**config.mk**
```make
export PLATFORM = sky130hd
export DESIGN_NAME = cadence_filt_mc
export DESIGN_NICKNAME = d
export VERILOG_FILES = /design/src/rtl/cadence_filt_mc.sv
export SDC_FILE = /design/constraint.sdc
export NUM_CORES = 1
export LEC_CHECK = 0
export BUFFER_PORTS_ARGS = -buffer_cell sky130_fd_sc_hd__buf_2
export CORE_MARGIN = 2
export CORE_UTILIZATION = 30
export DETAILED_ROUTE_END_ITERATION = 8
export PLACE_DENSITY = 0.49
export REMOVE_ABC_BUFFERS = 1
export SLEW_MARGIN = 40
export SYNTH_ARGS = -nofsm -noshare
export SYNTH_HDL_FRONTEND = slang
export SYNTH_SLANG_ARGS = --single-unit
```
**constraint.sdc**
```tcl
create_clock -name clk -period 6.5 [get_ports clk]
set_clock_uncertainty 0.1 [all_clocks]
set_input_delay 0.65 -clock clk [delete_from_list [all_inputs] [get_ports clk]]
set_output_delay 0.65 -clock clk [all_outputs]
set_load 0.02 [all_outputs]
```
**src/rtl/cadence_filt_mc.sv**
```systemverilog
// cadence_filt_mc: multi-channel synchroniser, debounce filter, edge pulse and
// rising-edge period measurement for pedal cadence, wheel speed and brake inputs.
// Every channel is independent; only the stability threshold is shared.
module cadence_filt_mc #(
    parameter int         NUM_CH   = 4,
    parameter int         CNT_W    = 16,
    parameter int         PER_W    = 20,
    parameter logic       FAST_SIM = 1'b0,
    parameter logic       INIT_LVL = 1'b0
) (
    input  logic                    clk,
    input  logic                    rst_n,
    input  logic [NUM_CH-1:0]       raw,
    input  logic [CNT_W-1:0]        stbl_thresh,
    input  logic                    per_clr,
    output logic [NUM_CH-1:0]       filt,
    output logic [NUM_CH-1:0]       rise,
    output logic [NUM_CH-1:0]       fall,
    output logic [NUM_CH*PER_W-1:0] per,
    output logic [NUM_CH-1:0]       per_vld
);

    localparam logic [CNT_W-1:0] FAST_CAP = CNT_W'(511);
    localparam logic [PER_W-1:0] PER_MAX  = {PER_W{1'b1}};

    logic [NUM_CH-1:0] ff1_q, ff1_d;
    logic [NUM_CH-1:0] ff2_q, ff2_d;
    logic [NUM_CH-1:0] ff3_q, ff3_d;
    logic [NUM_CH-1:0] filt_q, filt_d;
    logic [NUM_CH-1:0] rise_q, rise_d;
    logic [NUM_CH-1:0] fall_q, fall_d;
    logic [NUM_CH-1:0] per_vld_q, per_vld_d;
    logic [NUM_CH-1:0] armed_q, armed_d;
    logic [CNT_W-1:0]  stbl_cnt_q [NUM_CH];
    logic [CNT_W-1:0]  stbl_cnt_d [NUM_CH];
    logic [PER_W-1:0]  run_cnt_q  [NUM_CH];
    logic [PER_W-1:0]  run_cnt_d  [NUM_CH];
    logic [PER_W-1:0]  per_q      [NUM_CH];
    logic [PER_W-1:0]  per_d      [NUM_CH];

    logic [CNT_W-1:0]  thr;
    logic [NUM_CH-1:0] chg;
    logic [NUM_CH-1:0] stable;

    // Effective threshold; the fast-sim cap keeps debounce times short in simulation.
    always_comb begin
        thr = stbl_thresh;
        if (FAST_SIM && (stbl_thresh > FAST_CAP)) begin
            thr = FAST_CAP;
        end
    end

    // Per-channel sync chain, stability counter, filter, edge pulses and period tracking.
    always_comb begin
        ff1_d = raw;
        ff2_d = ff1_q;
        ff3_d = ff2_q;
        chg   = ff2_q ^ ff3_q;
        stable    = '0;
        filt_d    = filt_q;
        rise_d    = '0;
        fall_d    = '0;
        per_vld_d = '0;
        armed_d   = armed_q;
        for (int i = 0; i < NUM_CH; i++) begin
            stbl_cnt_d[i] = stbl_cnt_q[i];
            run_cnt_d[i]  = run_cnt_q[i];
            per_d[i]      = per_q[i];

            // >= so that lowering the threshold below the running count releases at once
            stable[i] = (stbl_cnt_q[i] >= thr);

            if (chg[i]) begin
                stbl_cnt_d[i] = '0;
            end else if (!stable[i]) begin
                stbl_cnt_d[i] = stbl_cnt_q[i] + CNT_W'(1);
            end

            if (stable[i]) begin
                filt_d[i] = ff3_q[i];
            end
            rise_d[i] = stable[i] & ff3_q[i] & ~filt_q[i];
            fall_d[i] = stable[i] & ~ff3_q[i] & filt_q[i];

            if (run_cnt_q[i] != PER_MAX) begin
                run_cnt_d[i] = run_cnt_q[i] + PER_W'(1);
            end

            // Clear wins over a coincident rising edge; the last period stays visible.
            if (per_clr) begin
                run_cnt_d[i] = '0;
                armed_d[i]   = 1'b0;
            end else if (rise_d[i]) begin
                run_cnt_d[i] = PER_W'(1);
                if (armed_q[i]) begin
                    per_d[i]     = run_cnt_q[i];
                    per_vld_d[i] = 1'b1;
                end else begin
                    armed_d[i] = 1'b1;
                end
            end
        end
    end

    // State registers; reset releases with filt equal to the sync level so no edge is seen.
    always_ff @(posedge clk or negedge rst_n) begin
        if (!rst_n) begin
            ff1_q     <= {NUM_CH{INIT_LVL}};
            ff2_q     <= {NUM_CH{INIT_LVL}};
            ff3_q     <= {NUM_CH{INIT_LVL}};
            filt_q    <= {NUM_CH{INIT_LVL}};
            rise_q    <= '0;
            fall_q    <= '0;
            per_vld_q <= '0;
            armed_q   <= '0;
            for (int i = 0; i < NUM_CH; i++) begin
                stbl_cnt_q[i] <= '0;
                run_cnt_q[i]  <= '0;
                per_q[i]      <= '0;
            end
        end else begin
            ff1_q     <= ff1_d;
            ff2_q     <= ff2_d;
            ff3_q     <= ff3_d;
            filt_q    <= filt_d;
            rise_q    <= rise_d;
            fall_q    <= fall_d;
            per_vld_q <= per_vld_d;
            armed_q   <= armed_d;
            for (int i = 0; i < NUM_CH; i++) begin
                stbl_cnt_q[i] <= stbl_cnt_d[i];
                run_cnt_q[i]  <= run_cnt_d[i];
                per_q[i]      <= per_d[i];
            end
        end
    end

    assign filt    = filt_q;
    assign rise    = rise_q;
    assign fall    = fall_q;
    assign per_vld = per_vld_q;

    // Pack per-channel periods onto the flat output bus.
    for (genvar g = 0; g < NUM_CH; g++) begin : g_per
        assign per[g*PER_W +: PER_W] = per_q[g];
    end

endmodule

```
### After elaboration in Yosys (flattened, before gate mapping)

Cells that the tools add are included.
Widths: inputs -> output; s select.

| storage, ports and cells | value |
|---|---|
| flip-flop bits (word level) | 256 |
| word-level logic and storage cells | 124 |
| output and inout bits | 96 |
| input port bits | 23 |

| operators by class | value |
|---|---|
| reduce and logical (&&, ||, !) cells | 12 |
| eq/ne operators | 8 |
| add/subtract/negate cells | 8 |
| bitwise operators | 26 |
| muxes and demuxes | 40 |
| $lt $le $gt $ge | 4 |

Operator list:

| cell | count |
|---|---|
| $mux 20 | 12 |
| $mux 16 | 8 |
| $add 20x1->20 const B | 4 |
| $ne 20x20->1 const B | 4 |
| $add 16x1->16 const B | 4 |
| $ge 16x16->1 | 4 |
| $mux 1 | 20 |
| $and 1x1->1 | 16 |
| $reduce_and 3->1 | 4 |
| $reduce_bool 3->1 | 4 |
| $not 1->1 | 9 |
| $ne 2x2->1 const B | 4 |
| $reduce_bool 2->1 | 4 |
| $xor 4x4->4 | 1 |

### Depth between registers and ports, before layout

Gate-level depths: netlist of run 1.

| logic depth | value |
|---|---|
| depth after elaboration | 5 |
| mapped depth | 10 |
| depth with buffers taken out | 8 |

### Worst setup path before layout of run 1

OpenSTA, ideal clock, no wires.

| timing path | value |
|---|---|
| path kind | input port to flip-flop |
| from | input port stbl_thresh[15] |
| to | register per_q (netlist bit per[64]) |
| path slack | 3.455 ns |
| cell stages on the path | 9 |
| path buffers | 1 |
| data arrival time | 2.820 ns |
| cell sequence | inv_1 -> ha_1 -> nand4_1 -> or4_1 -> o32a_1 -> nand2_2 -> and4b_4 -> buf_12 -> mux2_4 |

| on the way | value |
|---|---|
| word-level cells in the longest chain between the ends | 4 |

RTL lines:

| element | line | source |
|---|---|---|
| from (decl) | 14 | `input logic [CNT_W-1:0] stbl_thresh,` |
| $ge 16x16->1 | 71 | `stable[i] = (stbl_cnt_q[i] >= thr);` |
| $and 1x1->1 (2 in a row) | 82 | `rise_d[i] = stable[i] & ff3_q[i] & ~filt_q[i];` |
| $reduce_and 3->1 (no source line) | n/a |  |
| to (signal, indexed assignment) | 133 | `per_q[i] <= per_d[i];` |
| to (decl) | 38 | `logic [PER_W-1:0] per_q [NUM_CH];` |

No other way between the ends.
A chain may end at the register's enable or synchronous reset.

### Worst setup path after layout of run 1

| timing path | value |
|---|---|
| from | register stbl_cnt_q[13] in the netlist's numbering |
| to | register per_q (netlist bit per[63]) |

| on the way | value |
|---|---|
| word-level cells in the longest chain between the ends | 4 |

RTL lines:

| element | line | source |
|---|---|---|
| from (decl) | 34 | `logic [CNT_W-1:0] stbl_cnt_q [NUM_CH];` |
| from (signal, indexed assignment) | 131 | `stbl_cnt_q[i] <= stbl_cnt_d[i];` |
| $ge 16x16->1 | 71 |  |
| $and 1x1->1 (2 in a row) | 82 |  |
| $reduce_and 3->1 (no source line) | n/a |  |

No other way between the ends.

==> reports/results.ini, run 1 <==
[floorplan]
dieHeight_um = 211
die_area_mm2 = 0.0444
coreArea_mm2 = 0.0420
io-pin-count = 119
rows = 75
initial_core_util = 0.305
die_w_um = 211

[routing]
detail_route.wl_per_cell_um = 15.8
detail-route-antenna-nets = 0
wirelength_um = 29800
drc_errors = 0
vias_per_cell = 4.95
firstDrtPassIters = 5
via_count = 9340
drt_iter0_drc = 368

[pwr]
powerDensity_mw_per_mm2 = 241
netSwitchingPower_mw = 0.831
switching_share = 0.228
power_mw = 3.64
p_int_mw = 2.81
p_leak_nw = 7.22
power.share.clock = 0.491
pwr-share-comb = 0.055
peakVddDrop_mv = 0.186
seqPwrFrac = 0.455

[yosys]
synth-seq-cells = 256
ys_seq_area_frac = 0.499
synthArstFlopShare = 1.00
synthDistinctLibCells = 56
synthFlopType = dfrtp_1
yosys.area.top_type = dfrtp_1
synth.avg_cell_area_um2 = 10.7
syn_inst = 1199
synth-edff-count = 0
synth_top_area_frac = 0.499
ys_warn_count = 0
synth_area_leaders = dfrtp_1 50%, ha_1 7.0%, mux2_2 5.4%, xor2_1 3.8%, nor2_1 3.7%
syn_area_mm2 = 0.0128

[critical_path]
cp_slowest_cell = and4b_4
start_kind = register
r2r-start = stbl_cnt_q[13]$_DFFE_PN0P_
arrival_ns = 3.79
critPathMaxFanout = 21
path_cells = ha_1 > nand4_1 > or4_1 > o32a_1 > nand2_2 > and4b_4 > mux2_2
ff2ff_setup_slack_ns = 3.05
cp_data_required_time_ns = 6.84
reg2reg_depth = 7
r2r-end = per[63]$_DFFE_PN0P_
critical_path_class = register to register
max_stage_delay_ns = 0.62
cp-end-kind = register

[global_routing]
globalRoute.totalOverflow = 0
gr-usage-all-layers = 0.137
antenna_found_initial = 0
grt_pass1_wl_um = 49900
grt_pass1_vias = 9260
grt_max_degree = 138

[timing]
final-setup-viol-count = 0
grt_setup_unrepaired = false
finalHoldViolCount = 0
maxSlewHeadroom = 0.524
drv_slew = 0
fin_crit_ns = 3.45
worst_pin_slew_ns = 0.712
finalSetupTns_ns = 0
min_period_over_period = 0.530
fmax_ghz = 0.290
hold_ws_ns = 0.0986

[placement]
routabilityCongestion = 0.792
placedCellCount = 1830
hpwl_um = 20500
port_buffers = 118

[status]
status = complete, no violations

[min_path]
min_delay_path_depth = 1
hp-start = raw[1]
min_to = ff1_q[1]$_DFF_PN0_
holdCritPathClass = input port to register

[layout]
final_cells = 1887
antenna_cells = 0
drive_gt1_frac = 0.197
final_nets = 1421
area_growth_pct = 17.8

[cts]
cts_max_level = 1
insertion_delay_ns = 0.56
cts_resized = 0
cts_tree = yes
clock_path_buffers = 3
clkSlewWorstSetupHoldPaths_ns = 0.06
clock_sinks = 256
numCtsBuffers = 31
cts-root-buf = clkbuf_16

[run]
max-cap-violations = 0

-- layout make-up --
type | count | area [µm²]
fillers | 4223 | 26900
flip-flops and latches | 256 | 6410
multi-input cells | 874 | 6110
clock buffers | 47 | 916
repair buffers | 128 | 731
well taps | 539 | 674
clock inverters | 8 | 140
inverters | 35 | 131
-- layout by cell type (no fill, tap or decap), types with 43 or more instances in the layout --
cell and count:
nand2_1 89, dfrtp_1 256, mux2_2 62, buf_2 117
a21oi_1 74, ha_1 72, nand3_1 63, nor2_1 126
xor2_1 55, nand4_1 43
-- metrics by stage --
| step | cell area, µm² | setup WS [ns] | utilization |
|---|---|---|---|
| 2_1_floorplan | 12600 | 2.55 | - |
| 3_3_place_gp | 14000 | 2.61 | 0.332 |
| 3_5_place_dp | 14000 | 2.59 | 0.333 |
| 4_1_cts | 15100 | 3.04 | 0.359 |
| 5_1_grt | 15100 | 2.89 | 0.359 |
| 6_report | 15100 | 3.05 | 0.359 |
-- cell families after synthesis --
kind of cell,share of synthesized area
compound gates,0.0757
mux,0.0901
xor+xnor,0.0539
buf+inv,0.0252
fa+ha+maj,0.0702
simple gates,0.185
flops,0.499
-- power groups by stage --
stage | clock (mW) | combinational, mW | sequential [mW]
6_report | 1.79 | 0.199 | 1.65
5_1_grt | 1.92 | 0.232 | 1.66
4_1_cts | 1.85 | 0.204 | 1.65
3_5_place_dp | 0 | 0.202 | 1.68
3_3_place_gp | 0 | 0.197 | 1.68
2_1_floorplan | 0 | 0.105 | 1.68
-- critical path, delay by kind of cell, from the launching register on --
| family | cells | cell delay [ns] |
|---|---|---|
| compound gates | 1 | 0.38 |
| flops | 1 | 0.42 |
| fa+ha+maj | 1 | 0.32 |
| simple gates | 4 | 1.68 |
| mux | 1 | 0.39 |
-- what timing repair did --
action	in CTS	in global routing
setup buffers	0	0
endpoints found under the hold margin	53	0
hold buffers	1	0
-- flip-flops by register name, summed over array words and instances (netlist names) --
register and cells:
armed_q 4, run_cnt_q 80, ff1_q 4, ff3_q 4
per_vld 4, rise 4, fall 4, per 80
ff2_q 4, filt 4, stbl_cnt_q 64
-- cell usage after synthesis, drive strengths merged, types with 20 or more instances --
cell	count
inv	35
nor2	126
dfrtp	256
ha	72
a21oi	74
or3	20
nand3	64
nand2	91
nand4	43
o21ai	39
xor2	56
xnor2	23
or4	23
mux2	83
and3	26
-- metal layers --
layer,wire length (µm),track usage,share of wire
met2,13400,0.218,0.45
met5,0,0,0
met4,663,0.0362,0.022
met3,1370,0.0245,0.046
met1,14400,0.192,0.48
-- how the worst max path moves through the flow --
stage | startpoint | to | slack (ns) | depth (start not counted)
3_5_place_dp | stbl_thresh[1] | per[23]$_DFFE_PN0P_ | 2.59 | 10
4_1_cts | stbl_cnt_q[13]$_DFFE_PN0P_ | per[63]$_DFFE_PN0P_ | 3.04 | 7
5_1_grt | stbl_cnt_q[11]$_DFFE_PN0P_ | per[63]$_DFFE_PN0P_ | 2.89 | 7
2_1_floorplan | stbl_thresh[11] | per[0]$_DFFE_PN0P_ | 2.55 | 8
3_3_place_gp | stbl_thresh[15] | per[49]$_DFFE_PN0P_ | 2.61 | 9
6_report | stbl_cnt_q[13]$_DFFE_PN0P_ | per[63]$_DFFE_PN0P_ | 3.05 | 7
(Power assumes the default switching activity.)
==> run 2, diff against run 1 <==
- ABC_AREA: unset -> 1
- PLACE_DENSITY: 0.49 -> 0.5
- clock period: 6.5 -> 2.9 ns (I/O delays scaled with it)
==> run 2 against run 1 <==
Compared with the run above:
- utilization shrank 0.13 points
- synthesized cell count grew 49%
- worst hold slack gained 0.058 ns
- highest routed layer unchanged
==> reports/results.ini, run 2 <==
[pwr]
netSwitchingPower_mw = 2.05
p_int_mw = 6.33
p_leak_nw = 8.32
switching_share = 0.245
seqPwrFrac = 0.442
pwr-share-comb = 0.057
powerDensity_mw_per_mm2 = 505
power.share.clock = 0.501
peakVddDrop_mv = 0.449

[critical_path]
arrival_ns = 3.05
max_stage_delay_ns = 0.58
crit_cells = 13
cp_slowest_cell = inv_1
path_cells = ha_1 > nand2_1 > inv_1 > nand2_1 > nor2_1 > nor2_1 > nand2_1 > nand2_1 > nand2_1 > nand3_1 > inv_1 > nand3_1 > nand2_1
critPathBufInv = 2
critical_path_class = register to register
r2r-start = stbl_cnt_q[22]$_DFFE_PN0P_
worst_path_most_repeated_cell = nand2_1
cp-end-kind = register
endpoint = per[52]$_DFFE_PN0P_
r2r-end = per[52]$_DFFE_PN0P_
start_kind = register
critPathMaxFanout = 22
ff2ff_setup_slack_ns = 0.27
crit_start = stbl_cnt_q[22]$_DFFE_PN0P_
cp_data_required_time_ns = 3.32
reg2reg_depth = 13
crit_family = simple AND/OR/NAND/NOR gates

[timing]
finalHoldViolCount = 0
min_period_over_period = 0.906
worst_pin_slew_ns = 0.732
drv_slew = 0
fin_crit_ns = 2.63
grt_setup_unrepaired = false
final-setup-viol-count = 0
fmax_ghz = 0.381
maxSlewHeadroom = 0.512
finalSetupTns_ns = 0

[floorplan]
dieHeight_um = 220
coreArea_mm2 = 0.0464
die_area_mm2 = 0.0486
die_w_um = 220
initial_core_util = 0.303
rows = 79
io-pin-count = 119

[cts]
post_cts_buffers = 0
cts-root-buf = clkbuf_16
numCtsBuffers = 31
insertion_delay_ns = 0.58
clock_sinks = 256
cts_resized = 0
cts_max_level = 1
clock_path_buffers = 3
cts_tree = yes
clkSlewWorstSetupHoldPaths_ns = 0.06

[yosys]
synth.most_common_cell = nand2_1
ys_seq_area_frac = 0.456
synth_top_area_frac = 0.456
syn_inst = 1788
ys_top_cells_by_count = 475 x nand2_1, 256 x dfrtp_1, 187 x inv_1, 187 x nand3_1, 164 x nor2_1
synth_area_leaders = dfrtp_1 46%, nand2_1 13%, nand3_1 6.7%, ha_1 6.4%, inv_1 5.0%
syn_area_mm2 = 0.0141
ys_warn_count = 0
synthDistinctLibCells = 41
synth.avg_cell_area_um2 = 7.86
synth-edff-count = 0
synth-seq-cells = 256
yosys.area.top_type = dfrtp_1
synthFlopType = dfrtp_1
synthArstFlopShare = 1.00

[layout]
final_common_cell = nand2_1
fin_util = 0.358
antenna_cells = 0
area_growth_pct = 18.1
final_cells = 2558
mostFrequentLayoutCells = 475 x nand2_1, 256 x dfrtp_1, 187 x inv_1, 187 x nand3_1, 164 x nor2_1
final_area_mm2 = 0.0166
drive_gt1_frac = 0.134
final_nets = 2021

[routing]
vias_per_cell = 4.81
via_count = 12297
wirelength_um = 37700
firstDrtPassIters = 5
drc_errors = 0
drt_iter0_drc = 766
detail-route-antenna-nets = 0
detail_route.wl_per_cell_um = 14.7

[global_routing]
grt_pass1_vias = 12004
antenna_found_initial = 0
globalRoute.totalOverflow = 0
gr-usage-all-layers = 0.157
grt_pass1_wl_um = 62200
grt_max_degree = 75

[placement]
port_buffers = 118
placedCellCount = 2494
hpwl_um = 26900
routabilityCongestion = 0.870
placed_cell_area_mm2 = 0.0154

[run]
max-cap-violations = 0

[status]
status = complete, no violations

[min_path]
holdCritPathClass = input port to asynchronous set/reset pin

-- run 2: worst min path at each step --
stage               startpoint                      to  depth (start not counted)
floorplan                rst_n  armed_q[0]$_DFFE_PN0P_                          0
global placement         rst_n     per[47]$_DFFE_PN0P_                          1
detailed placement       rst_n     per[47]$_DFFE_PN0P_                          1
CTS                      rst_n     per[47]$_DFFE_PN0P_                          2
global route             rst_n     per[47]$_DFFE_PN0P_                          2
finish                   rst_n     per[47]$_DFFE_PN0P_                          2
-- run 2: kinds of logic after synthesis --
group / synth area share
XOR/XNOR: 0.0224
flip-flops: 0.456
adder cells (fa/ha/maj): 0.0641
buffers and inverters: 0.0687
AND/OR/NAND/NOR: 0.323
AO/OA/AOI/OAI: 0.0661
-- run 2: what timing repair did --
action / 4_1_cts / 5_1_grt
hold buffers: 6 / 0
endpoints found under the hold margin: 77 / 0
endpoints found under the setup margin: 0 / 0
-- run 2: per-layer routing --
metal / up-vias / share of wire / global-route usage
li1: 6182 / - / -
met5: - / 0 / 0
met1: 5865 / 0.46 / 0.208
met3: 41 / 0.040 / 0.0230
met4: 0 / 0.018 / 0.0362
met2: 209 / 0.48 / 0.269
-- run 2: stage by stage --
| stage | power [mW] | setup slack, ns | hold WS [ns] |
|---|---|---|---|
| 5_1_grt | 8.74 | 0.0308 | 0.190 |
| 4_1_cts | 8.54 | 0.223 | 0.169 |
| 3_3_place_gp | 4.23 | 0.231 | 0.222 |
| 6_report | 8.38 | 0.272 | 0.156 |
| 2_1_floorplan | 4.00 | 0.635 | -0.106 |
| 3_5_place_dp | 4.25 | 0.178 | 0.213 |
-- run 2: area by class of cell --
class	count	area, µm²
Inverter	194	728
Multi-Input combinational cell	1289	6680
Fill cell	4788	29800
Timing Repair Buffer	154	923
Clock buffer	36	815
Sequential cell	256	6410
Clock inverter	22	288
Tap cell	607	759
-- run 2: power by group through the flow --
stage / clock network, mW / logic (mW) / registers [mW]
2_1_floorplan: 0 / 0.255 / 3.75
3_3_place_gp: 0 / 0.471 / 3.76
3_5_place_dp: 0 / 0.483 / 3.76
4_1_cts: 4.35 / 0.492 / 3.70
5_1_grt: 4.48 / 0.561 / 3.71
6_report: 4.20 / 0.480 / 3.70
==> run 3, diff against run 2 <==
- CORE_ASPECT_RATIO: unset -> 2
==> run 3 against run 2 <==
Compared with the run above:
- critical path depth shrank 4
- worst hold slack gained 0.054 ns
- worst setup slack gained 0.20 ns
- highest routed layer unchanged
- count of clock-buffer cells in the layout grew 2
- global-route usage grew 1.2 points
- critical path type unchanged
- clock power shrank 12%
- wire length grew 6.9%
- sequential share of layout area grew 0.27 points
==> reports/results.ini, run 3 (same netlist as run 2, synthesis figures left out) <==
[status]
status = complete, no violations

[timing]
finalSetupTns_ns = 0
fin_crit_ns = 2.43
grt_setup_unrepaired = false
finalHoldViolCount = 0
worst_pin_slew_ns = 0.707
maxSlewHeadroom = 0.525
min_period_over_period = 0.838
fmax_ghz = 0.412
final-setup-viol-count = 0
drv_slew = 0

[layout]
multiInputGateArea_mm2 = 0.00669
ff_latch_area_mm2 = 0.00641
area_growth_pct = 17.3
final_nets = 2022
fill_cells = 4976
drive_gt1_frac = 0.130
fin_util = 0.354
final_common_cell = nand2_1
mostFrequentLayoutCells = 475 x nand2_1, 256 x dfrtp_1, 187 x inv_1, 187 x nand3_1, 164 x nor2_1
antenna_cells = 0

[cts]
clock_sinks = 256
clock_path_buffers = 3
cts_max_level = 1
numCtsBuffers = 28
hold_buffers = 6
cts-root-buf = clkbuf_16
insertion_delay_ns = 0.56
cts_tree = yes
clkSlewWorstSetupHoldPaths_ns = 0.06
cts_resized = 0
post_cts_buffers = 0

[routing]
drt_iter0_drc = 690
detail_route.wl_per_cell_um = 15.6
vias_per_cell = 4.80
wirelength_um = 40200
firstDrtPassIters = 5
via_count = 12357
detail-route-antenna-nets = 0
drc_errors = 0

[critical_path]
cp_slowest_cell = dfrtp_1
max_stage_delay_ns = 0.49
cp-end-kind = register
cp_data_required_time_ns = 3.23
critical_path_class = register to register
critPathBufInv = 0
arrival_ns = 2.76
critPathMaxFanout = 18
worst_path_most_repeated_cell = nand2_1
crit_family = simple AND/OR/NAND/NOR gates
start_kind = register
path_cells = ha_1 > nand2_1 > o21a_1 > nand2_1 > nand2_1 > nand2_1 > nand3_2 > nand2_2 > nor2_1

[floorplan]
die_w_um = 157
die_area_mm2 = 0.0487
io-pin-count = 119
coreArea_mm2 = 0.0465
rows = 112
dieHeight_um = 310
initial_core_util = 0.302

[placement]
port_buffers = 118
hpwl_um = 29400
routabilityCongestion = 0.855

[global_routing]
grt_pass1_vias = 12638
grt_max_degree = 72
grt_pass1_wl_um = 65900
antenna_found_initial = 0
gr-usage-all-layers = 0.168
globalRoute.totalOverflow = 0

[min_path]
holdCritPathClass = input port to asynchronous set/reset pin

[pwr]
powerDensity_mw_per_mm2 = 479
peakVddDrop_mv = 0.343
p_leak_nw = 8.29

[run]
max-cap-violations = 0

run 3: path summary, 6_finish.rpt:
kind	slack (ns)	end	depth (start not counted)	start
max	0.47	run_cnt_q[70]$_DFFE_PN0P_	9	stbl_cnt_q[55]$_DFFE_PN0P_
min	0.21	run_cnt_q[45]$_DFFE_PN0P_	2	rst_n
max reg2reg	0.47	run_cnt_q[70]$_DFFE_PN0P_	9	stbl_cnt_q[55]$_DFFE_PN0P_
min reg2reg	0.25	ff2_q[1]$_DFF_PN0_	0	ff1_q[1]$_DFF_PN0_
max in group asynchronous	1.77	per[74]$_DFFE_PN0P_	3	rst_n
min in group clk	0.25	ff2_q[1]$_DFF_PN0_	0	ff1_q[1]$_DFF_PN0_
run 3: where the power goes:
group          switching [mW]  internal (mW)  leakage (nW)
Clock                    1.54           2.16         0.456
Sequential             0.0716           3.63          3.51
Combinational           0.334          0.157          4.32
run 3: metal layers:
metal | vias up | GRT usage | routed length [µm]
met5 | - | 0 | 0
met4 | 0 | 0.0596 | 1190
met3 | 81 | 0.0213 | 1600
met2 | 281 | 0.324 | 21700
met1 | 5837 | 0.186 | 15700
li1 | 6158 | - | -
run 3: area by class of cell:
type / instances / share of cell area
Tap cell: 627 / 0.0476
Timing Repair Buffer: 158 / 0.0586
Sequential cell: 256 / 0.389
Multi-Input combinational cell: 1289 / 0.406
Inverter: 194 / 0.0442
Clock inverter: 10 / 0.00759
Clock buffer: 38 / 0.0479
run 3: stage by stage:
stage | power (mW) | cells | hold WS [ns] | instance area (µm²) | setup WS, ns
floorplan | 4.00 | 1739 | -0.106 | 13800 | 0.635
global placement | 4.25 | 2518 | 0.229 | 15500 | 0.386
detailed placement | 4.26 | 2518 | 0.236 | 15500 | 0.323
CTS | 8.06 | 2572 | 0.220 | 16500 | 0.411
global route | 8.25 | 2572 | 0.258 | 16500 | 0.237
finish | 7.89 | 2572 | 0.210 | 16500 | 0.470
